[config.mk]
export PLATFORM = sky130hd
export DESIGN_NAME = phase_seq_gen_flat
export DESIGN_NICKNAME = d
export VERILOG_FILES = /design/src/rtl/phase_seq_gen_if.sv /design/src/rtl/phase_seq_gen.sv /design/src/flat_wrapper.sv
export SDC_FILE = /design/constraint.sdc
export NUM_CORES = 1
export LEC_CHECK = 0
export CAP_MARGIN = 20
export CORE_MARGIN = 2
export CORE_UTILIZATION = 42
export CTS_BUF_LIST = sky130_fd_sc_hd__clkbuf_16
export CTS_CLUSTER_DIAMETER = 150
export CTS_CLUSTER_SIZE = 25
export DETAILED_ROUTE_END_ITERATION = 8
export PLACE_DENSITY = 0.76
export SETUP_SLACK_MARGIN = 0.5
export SYNTH_ARGS = -nofsm -noshare
export SYNTH_HDL_FRONTEND = slang
export SYNTH_SLANG_ARGS = --single-unit
[constraint.sdc]
create_clock -name clk -period 5.13 [get_ports clk]
set_clock_uncertainty 0.2 [all_clocks]
set_input_delay 1.539 -clock clk [delete_from_list [all_inputs] [get_ports clk]]
set_output_delay 1.539 -clock clk [all_outputs]
set_load 0.1 [all_outputs]
[src/rtl/phase_seq_gen_if.sv]
// phase_seq_gen_if: control inputs and phase/strobe outputs of the instruction-phase sequencer
interface phase_seq_gen_if #(
  parameter int PH_W  = 3,
  parameter int CNT_W = 16
);
  logic             stall;
  logic             halt_req;
  logic             step;
  logic             fetch;
  logic             alu_ena;
  logic             cycle_start;
  logic [PH_W-1:0]  phase;
  logic             halted;
  logic [CNT_W-1:0] instr_cnt;
  modport master (
    output stall, halt_req, step,
    input  fetch, alu_ena, cycle_start, phase, halted, instr_cnt
  );
  modport slave (
    input  stall, halt_req, step,
    output fetch, alu_ena, cycle_start, phase, halted, instr_cnt
  );
endinterface

[src/rtl/phase_seq_gen.sv]
// phase_seq_gen: splits each instruction cycle into NUM_PHASES phases, with stall, halt-at-boundary,
// single-step and a completed-cycle counter; all outputs registered
module phase_seq_gen #(
  parameter int NUM_PHASES  = 8,
  parameter int ALU_PHASE   = 1,
  parameter int FETCH_START = 3,
  parameter int FETCH_END   = 6,
  parameter int CNT_W       = 16
) (
  input  logic           clk,
  input  logic           reset_n,
  phase_seq_gen_if.slave bus
);
  localparam int PH_W = $clog2(NUM_PHASES);
  localparam logic [PH_W-1:0] LAST = PH_W'(NUM_PHASES - 1);
  localparam logic [PH_W-1:0] ALU  = PH_W'(ALU_PHASE);
  typedef enum logic [1:0] {IDLE, RUN, HALT} state_t;
  state_t           state, state_nx;
  logic [PH_W-1:0]  phase, phase_nx;
  logic [CNT_W-1:0] cnt;
  logic             hold, wrap;
  logic             fetch_q, alu_q, cs_q, halted_q;
  logic             fetch_d, alu_d, cs_d, halted_d;
  assign hold = state == RUN && bus.stall;
  assign wrap = state == RUN && !bus.stall && phase == LAST;
  always_ff @(posedge clk or negedge reset_n) begin
    if (!reset_n) begin
      state    <= IDLE;
      phase    <= '0;
      cnt      <= '0;
      fetch_q  <= 1'b0;
      alu_q    <= 1'b0;
      cs_q     <= 1'b0;
      halted_q <= 1'b0;
    end else begin
      state    <= state_nx;
      phase    <= phase_nx;
      cnt      <= wrap ? cnt + 1'b1 : cnt;
      fetch_q  <= fetch_d;
      alu_q    <= alu_d;
      cs_q     <= cs_d;
      halted_q <= halted_d;
    end
  end
  // halt_req only matters at the wrap boundary or while already halted
  always_comb begin
    state_nx = state;
    phase_nx = phase;
    case (state)
      IDLE: begin
        state_nx = bus.halt_req ? HALT : RUN;
        phase_nx = '0;
      end
      RUN: begin
        phase_nx = hold ? phase : wrap ? '0 : phase + 1'b1;
        state_nx = wrap && bus.halt_req ? HALT : RUN;
      end
      HALT: begin
        phase_nx = '0;
        state_nx = !bus.halt_req || bus.step ? RUN : HALT;
      end
      default: begin
        state_nx = IDLE;
        phase_nx = '0;
      end
    endcase
  end
  // strobes fire only on the clock a phase is entered, never on a held repeat of it
  always_comb begin
    fetch_d  = state_nx == RUN && int'(phase_nx) >= FETCH_START && int'(phase_nx) <= FETCH_END;
    alu_d    = state_nx == RUN && phase_nx == ALU && !hold;
    cs_d     = state_nx == RUN && phase_nx == '0 && !hold;
    halted_d = state_nx == HALT;
  end
  assign bus.fetch       = fetch_q;
  assign bus.alu_ena     = alu_q;
  assign bus.cycle_start = cs_q;
  assign bus.phase       = phase;
  assign bus.halted      = halted_q;
  assign bus.instr_cnt   = cnt;
endmodule

[src/flat_wrapper.sv]
// flat-port wrapper written by rule: the top's interface ports become plain ports
module phase_seq_gen_flat 
#(
  parameter int NUM_PHASES  = 8,
  parameter int ALU_PHASE   = 1,
  parameter int FETCH_START = 3,
  parameter int FETCH_END   = 6,
  parameter int CNT_W       = 16
)
  (clk, reset_n, bus_stall, bus_halt_req, bus_step, bus_fetch, bus_alu_ena, bus_cycle_start, bus_phase, bus_halted, bus_instr_cnt);
  phase_seq_gen_if #(.CNT_W(CNT_W)) bus_i ();
  input  logic clk;
  input  logic reset_n;
  input wire logic [$bits(bus_i.stall)-1:0] bus_stall;
  input wire logic [$bits(bus_i.halt_req)-1:0] bus_halt_req;
  input wire logic [$bits(bus_i.step)-1:0] bus_step;
  output wire logic [$bits(bus_i.fetch)-1:0] bus_fetch;
  output wire logic [$bits(bus_i.alu_ena)-1:0] bus_alu_ena;
  output wire logic [$bits(bus_i.cycle_start)-1:0] bus_cycle_start;
  output wire logic [$bits(bus_i.phase)-1:0] bus_phase;
  output wire logic [$bits(bus_i.halted)-1:0] bus_halted;
  output wire logic [$bits(bus_i.instr_cnt)-1:0] bus_instr_cnt;
  assign bus_i.stall = bus_stall;
  assign bus_i.halt_req = bus_halt_req;
  assign bus_i.step = bus_step;
  assign bus_fetch = bus_i.fetch;
  assign bus_alu_ena = bus_i.alu_ena;
  assign bus_cycle_start = bus_i.cycle_start;
  assign bus_phase = bus_i.phase;
  assign bus_halted = bus_i.halted;
  assign bus_instr_cnt = bus_i.instr_cnt;
  phase_seq_gen #(.NUM_PHASES(NUM_PHASES), .ALU_PHASE(ALU_PHASE), .FETCH_START(FETCH_START), .FETCH_END(FETCH_END), .CNT_W(CNT_W)) u_core (.clk(clk), .reset_n(reset_n), .bus(bus_i));
endmodule
## Word level (Yosys, flattened, before mapping)

Index checks and enable logic that the tools add are counted.

| word-level totals | value |
|---|---|
| register bits | 25 |
| input port bits | 5 |

| operators by class | value |
|---|---|
| eq/ne operators | 6 |
| order comparisons | 2 |
| add/subtract/negate cells | 2 |
| mux-type cells | 7 |
| reduce and logical (&&, ||, !) cells | 16 |

Operator list:

| kind | number |
|---|---|
| $add 16x1->16 const B | 1 |
| $logic_and 1x1->1 | 10 |
| $mux 3 | 3 |
| $mux 2 | 3 |
| $pmux 2 s3 | 1 |
| $eq 2x1->1 const B | 2 |
| $eq 2x2->1 const B | 2 |
| $add 3x1->3 const B | 1 |
| $eq 3x1->1 const B | 1 |
| $eq 3x3->1 const B | 1 |
| $ge 3x2->1 const B | 1 |
| $le 3x3->1 const B | 1 |
| $logic_not 1->1 | 3 |
| $logic_not 3->1 | 1 |
| $logic_not 2->1 | 1 |
| $logic_or 1x1->1 | 1 |

## Depth between registers and ports, before layout

| logic depth | value |
|---|---|
| depth in word-level cells | 9 |
| depth in mapped cells | 7 |

## Least setup slack after synthesis

OpenSTA, ideal clock, no wires.

| path | value |
|---|---|
| path type | input to register |
| start point | input bus_stall |
| end point | register u_core.cnt[13], in the netlist u_core.bus.instr_cnt[13] |
| stages | 6 |
| data arrival time | 2.625 ns |
| slack | 2.142 ns |
| cells stage by stage | buf_6 and4bb_1 buf_4 nand4_4 nor4_2 xor2_1 |

| between the ends | value |
|---|---|
| word-level cells in the longest chain between the ends | 3 |

RTL lines:

| element | RTL line | RTL |
|---|---|---|
| from (decl) | flat_wrapper.sv:14 | `input wire logic [$bits(bus_i.stall)-1:0] bus_stall;` |
| $logic_not 1->1 | phase_seq_gen.sv:25 | `assign wrap = state == RUN && !bus.stall && phase == LAST;` |
| $logic_and 1x1->1 (2 in a row) | phase_seq_gen.sv:25 |  |
| to (signal assigned) | phase_seq_gen.sv:38 | `cnt <= wrap ? cnt + 1'b1 : cnt;` |
| to (decl) | phase_seq_gen.sv:20 | `logic [CNT_W-1:0] cnt;` |

Every way passes these cells.
A chain may end at the register's enable or synchronous reset.

## Worst setup path after layout

| path | value |
|---|---|
| start point | register u_core.cnt[0], in the netlist u_core.bus.instr_cnt[0] |
| end point | output bus_instr_cnt[0] |

RTL lines:

| element | RTL line | RTL |
|---|---|---|
| to (decl) | flat_wrapper.sv:22 | `output wire logic [$bits(bus_i.instr_cnt)-1:0] bus_instr_cnt;` |

No word-level cell between the ends.

==> impl_metrics.prom <==
# TYPE chip_impl_metric gauge
chip_impl_metric{name="mappedNetlistArea",unit="sq um"} 1140
chip_impl_metric{name="worst_ir_drop_on_vdd",unit="V"} 0.000569
chip_impl_metric{name="place.gp.congestion",unit=""} 0.773
chip_impl_metric{name="timing.final.ws_setup",unit="ns"} 1.52
chip_impl_info{name="crit_path_top_delay_cell",value="clkdlybuf4s50_1"} 1
chip_impl_metric{name="detail_route.wl_per_cell",unit="microns"} 13.3
chip_impl_metric{name="cts.sink_count",unit=""} 25
chip_impl_metric{name="finalCritPeriodShare",unit="%"} 70.4
chip_impl_metric{name="drt_wl_total",unit="microns"} 2080
chip_impl_metric{name="detailedRoute.firstPassIterationCount",unit=""} 4
chip_impl_metric{name="num-fill-cells",unit=""} 216
chip_impl_metric{name="buffers_and_inverters_on_the_worst_path",unit=""} 1
chip_impl_metric{name="buffer_ports.inserted",unit=""} 27
chip_impl_metric{name="relSlewSlack",unit="%"} 34.3
chip_impl_info{name="cts_tree",value="done"} 1
chip_impl_info{name="cts_root_buffer",value="clkbuf_16"} 1
chip_impl_metric{name="placement.cell_area",unit="sq um"} 1430
chip_impl_metric{name="total_leakage_power",unit="nW"} 0.709
chip_impl_metric{name="yosysTopAreaCellShare",unit="%"} 54.8
chip_impl_metric{name="syn_avg_cell_area",unit="sq um"} 11.9
chip_impl_metric{name="postCtsResizedCells",unit=""} 0
chip_impl_info{name="timing.rr.start",value="u_core.bus.phase[0]"} 1
chip_impl_metric{name="drv.max_cap_violation_count",unit=""} 0
chip_impl_metric{name="preCtsSetupSlack",unit="ns"} 1.56
chip_impl_metric{name="grt_start_max_net_pins",unit=""} 26
chip_impl_metric{name="layout.cell_area.non_filler",unit="sq um"} 1520
chip_impl_info{name="hold_start",value="u_core.bus.instr_cnt[15]"} 1
chip_impl_metric{name="final-instance-count-excl-fill",unit=""} 156
chip_impl_metric{name="cts_made_buffers",unit=""} 3
chip_impl_info{name="hp-class",value="flip-flop to flip-flop"} 1
chip_impl_metric{name="global_route.overflow_total",unit=""} 0
chip_impl_metric{name="ctsHoldBuffers",unit=""} 0
chip_impl_metric{name="crit_arrival",unit="ns"} 1.87
chip_impl_metric{name="layout-drive-gt1-share",unit="%"} 5.56
chip_impl_info{name="crit_path_start_kind",value="flip-flop"} 1
chip_impl_metric{name="placeableCoreArea",unit="sq um"} 2520
chip_impl_metric{name="chipWidth",unit="microns"} 56.1
chip_impl_metric{name="effective_utilization_at_floorplan",unit="%"} 45.2
chip_impl_metric{name="detail-route-antenna-nets",unit=""} 0
chip_impl_info{name="synthDominantAreaCellType",value="dfrtp_1"} 1
chip_impl_metric{name="wire_length_of_the_first_global_routing_pass",unit="microns"} 3610
chip_impl_metric{name="yosysWarnings",unit=""} 0
chip_impl_metric{name="maxClockFrequency",unit="GHz"} 0.277
chip_impl_metric{name="cts.clk_slew.worst_paths",unit="ns"} 0.06
chip_impl_metric{name="htreeDepth",unit=""} 1
chip_impl_metric{name="synth.net_count",unit=""} 104
chip_impl_metric{name="std_cell_rows",unit=""} 18
chip_impl_metric{name="synth_cell_types",unit=""} 27
chip_impl_metric{name="finalSetupViolations",unit=""} 0
chip_impl_metric{name="met2RoutedLength",unit="microns"} 1060
chip_impl_metric{name="place_inst",unit=""} 151
chip_impl_metric{name="power.net_switching",unit="W"} 0.000383
chip_impl_metric{name="drc",unit=""} 0
chip_impl_metric{name="global_route.usage.total",unit="%"} 15.1
chip_impl_metric{name="max_slew.worst_pin.slew",unit="ns"} 0.983
chip_impl_metric{name="worstPathMaxFanout",unit=""} 4
chip_impl_info{name="path_cells",value="clkdlybuf4s50_1"} 1
chip_impl_metric{name="timing.reg2reg.setup_slack",unit="ns"} 2.92
chip_impl_metric{name="timing.final.crit_period",unit="ns"} 3.61
chip_impl_metric{name="top_level_ports",unit=""} 28
chip_impl_metric{name="reg2regPathDepth",unit=""} 6
chip_impl_info{name="synth_area_leaders",value="dfrtp_1 55%, xor2_1 6.9%, xnor2_1 5.4%"} 1
chip_impl_metric{name="route.vias.total",unit=""} 817
chip_impl_metric{name="nets",unit=""} 135
chip_impl_metric{name="power.combinational.fraction",unit="%"} 46.9
chip_impl_metric{name="pwr-share-clk",unit="%"} 20.6
chip_impl_info{name="final_cell_mix",value="27 x clkdlybuf4s50_1, 25 x dfrtp_1, 9 x xor2_1, 7 x nand2_1, 7 x xnor2_1"} 1
chip_impl_metric{name="power_frac_seq",unit="%"} 32.5
chip_impl_metric{name="routed-wl-met3",unit="microns"} 94
chip_impl_metric{name="ctsLongestPathBuffers",unit=""} 2
chip_impl_metric{name="min_path_cells",unit=""} 1
chip_impl_metric{name="crit_cells",unit=""} 1
chip_impl_metric{name="synth.ff_latch_count",unit=""} 25
chip_impl_metric{name="die_y",unit="microns"} 56.1
chip_impl_metric{name="power-per-cell-area",unit="nW/um^2"} 538
chip_impl_metric{name="fraction_of_the_yosys_area_taken_by_sequential_cells",unit="%"} 54.8
chip_impl_info{name="cpLargestDelayFamily",value="buffers and inverters"} 1
chip_impl_info{name="route.top_layer_used",value="met4"} 1
chip_impl_metric{name="timing.critical_path.required",unit="ns"} 3.39
chip_impl_metric{name="design.die.area",unit="sq um"} 3150
chip_impl_info{name="holdPathEnd",value="u_core.bus.instr_cnt[15]"} 1
chip_impl_metric{name="final.setup.tns",unit="ns"} 0
chip_impl_metric{name="maxSlewViolCount",unit=""} 0
chip_impl_metric{name="timing_hold_violations_final",unit=""} 0
chip_impl_metric{name="clock_latency",unit="ns"} 0.26
chip_impl_info{name="setup.worst_path.end_class",value="output port"} 1
chip_impl_info{name="worstSetupPathType",value="flip-flop to output port"} 1
chip_impl_info{name="outcome",value="finished, final reports clean"} 1
chip_impl_info{name="rr_endpoint",value="u_core.bus.instr_cnt[13]"} 1
chip_impl_metric{name="post_drt_via_cell_ratio",unit=""} 5.24
chip_impl_metric{name="antenna-diode-count",unit=""} 0
chip_impl_metric{name="cts_post_setup_buffers_inserted",unit=""} 0
chip_impl_metric{name="drt_first_iter_violations",unit=""} 12
chip_impl_metric{name="place_hpwl",unit="microns"} 1530
chip_impl_metric{name="power_switching_share",unit="%"} 46.8
chip_impl_metric{name="grt_pass1_vias",unit=""} 798
chip_impl_metric{name="route.layer.met1.wl",unit="microns"} 886
chip_impl_metric{name="synthesis.instances",unit=""} 96
chip_impl_metric{name="antenna_found_initial",unit=""} 0
chip_impl_info{name="grt_setup_unrepaired",value="false"} 1
chip_impl_metric{name="area_delta_synth_final",unit="%"} 33.6
chip_impl_metric{name="p_int",unit="W"} 0.000436
chip_impl_metric{name="worst_path_largest_cell_delay",unit="ns"} 1.17
chip_impl_info{name="mostFrequentLayoutCell",value="clkdlybuf4s50_1"} 1
final cells by class:
type	count	area, sq um	share of cell area, %
clock buffers	3	75.1	4.93
repair buffers	28	285	18.7
flip-flops and latches	25	626	41.1
well taps	30	37.5	2.46
inverters	1	3.75	0.246
clock inverters	1	3.75	0.246
multi-input cells	68	493	32.3
logic make-up (layout without fill, tap and decap cells):
group,count (synthesis),count (layout),synth area share [%]
AND/OR/NAND/NOR,37,37,20.2
flip-flops,25,25,54.8
XOR/XNOR,16,16,12.3
AO/OA/AOI/OAI,10,10,5.59
adder cells (fa/ha/maj),3,3,3.29
buffers and inverters,3,33,1.97
multiplexers,2,2,1.86
power groups by stage:
stage / clock, W / combinational [W] / sequential (W)
finish: 0.000169 / 0.000384 / 0.000267
global route: 0.000186 / 0.000408 / 0.000273
CTS: 0.000173 / 0.000387 / 0.000267
detailed placement: 0 / 0.000388 / 0.000271
global placement: 0 / 0.000378 / 0.000269
floorplan: 0 / 0.0000874 / 0.000477
cell usage after synthesis:
master    instances
dfrtp_1          25
nor2_1            5
nand4_4           1
a21oi_1           4
mux2i_1           1
nor3b_1           1
inv_1             1
mux2_2            1
a21boi_0          2
xnor2_1           7
buf_4             1
nand2b_1          2
buf_6             1
xor2_1            9
o22ai_1           1
ha_1              3
nor3_1            6
nor2b_1           1
and4bb_1          1
nor4_2            1
and2_1            3
o21a_1            3
or4_1             1
nand2_1           7
and4_1            4
nand4_1           1
nand3_1           3
flip-flops by register name (all words and copies together), names as in the netlist:
| name | cells |
|---|---|
| u_core.bus.fetch | 1 |
| u_core.bus.alu_ena | 1 |
| u_core.bus.halted | 1 |
| u_core.bus.phase | 3 |
| u_core.bus.instr_cnt | 16 |
| u_core.bus.cycle_start | 1 |
| u_core.state | 2 |
metal layers:
metal | vias to the layer above | GRT usage (%)
met3 | 4 | 3.26
li1 | 396 | -
met2 | 20 | 23.9
met1 | 397 | 19.1
met4 | 0 | 8.16
met5 | - | 0
through the flow:
stage | hold WS [ns] | power [W] | utilization (%)
after floorplan | 0.299 | 0.000564 | -
after global placement | 0.258 | 0.000647 | 56.7
after detailed placement | 0.266 | 0.000658 | 56.7
after CTS | 0.277 | 0.000828 | 59.8
after global routing | 0.317 | 0.000866 | 60.4
final | 0.268 | 0.000820 | 60.4
worst max path at each step:
stage | start | end | slack (ns)
after floorplan | bus_stall | u_core.bus.instr_cnt[13] | 2.14
after global placement | bus_stall | u_core.bus.instr_cnt[13] | 1.61
after detailed placement | bus_stall | u_core.bus.instr_cnt[13] | 1.56
after CTS | u_core.bus.instr_cnt[0] | bus_instr_cnt[0] | 1.50
after global routing | u_core.bus.phase[0] | bus_phase[0] | 1.46
final | u_core.bus.instr_cnt[0] | bus_instr_cnt[0] | 1.52
Power figures use the tool's default switching activity.
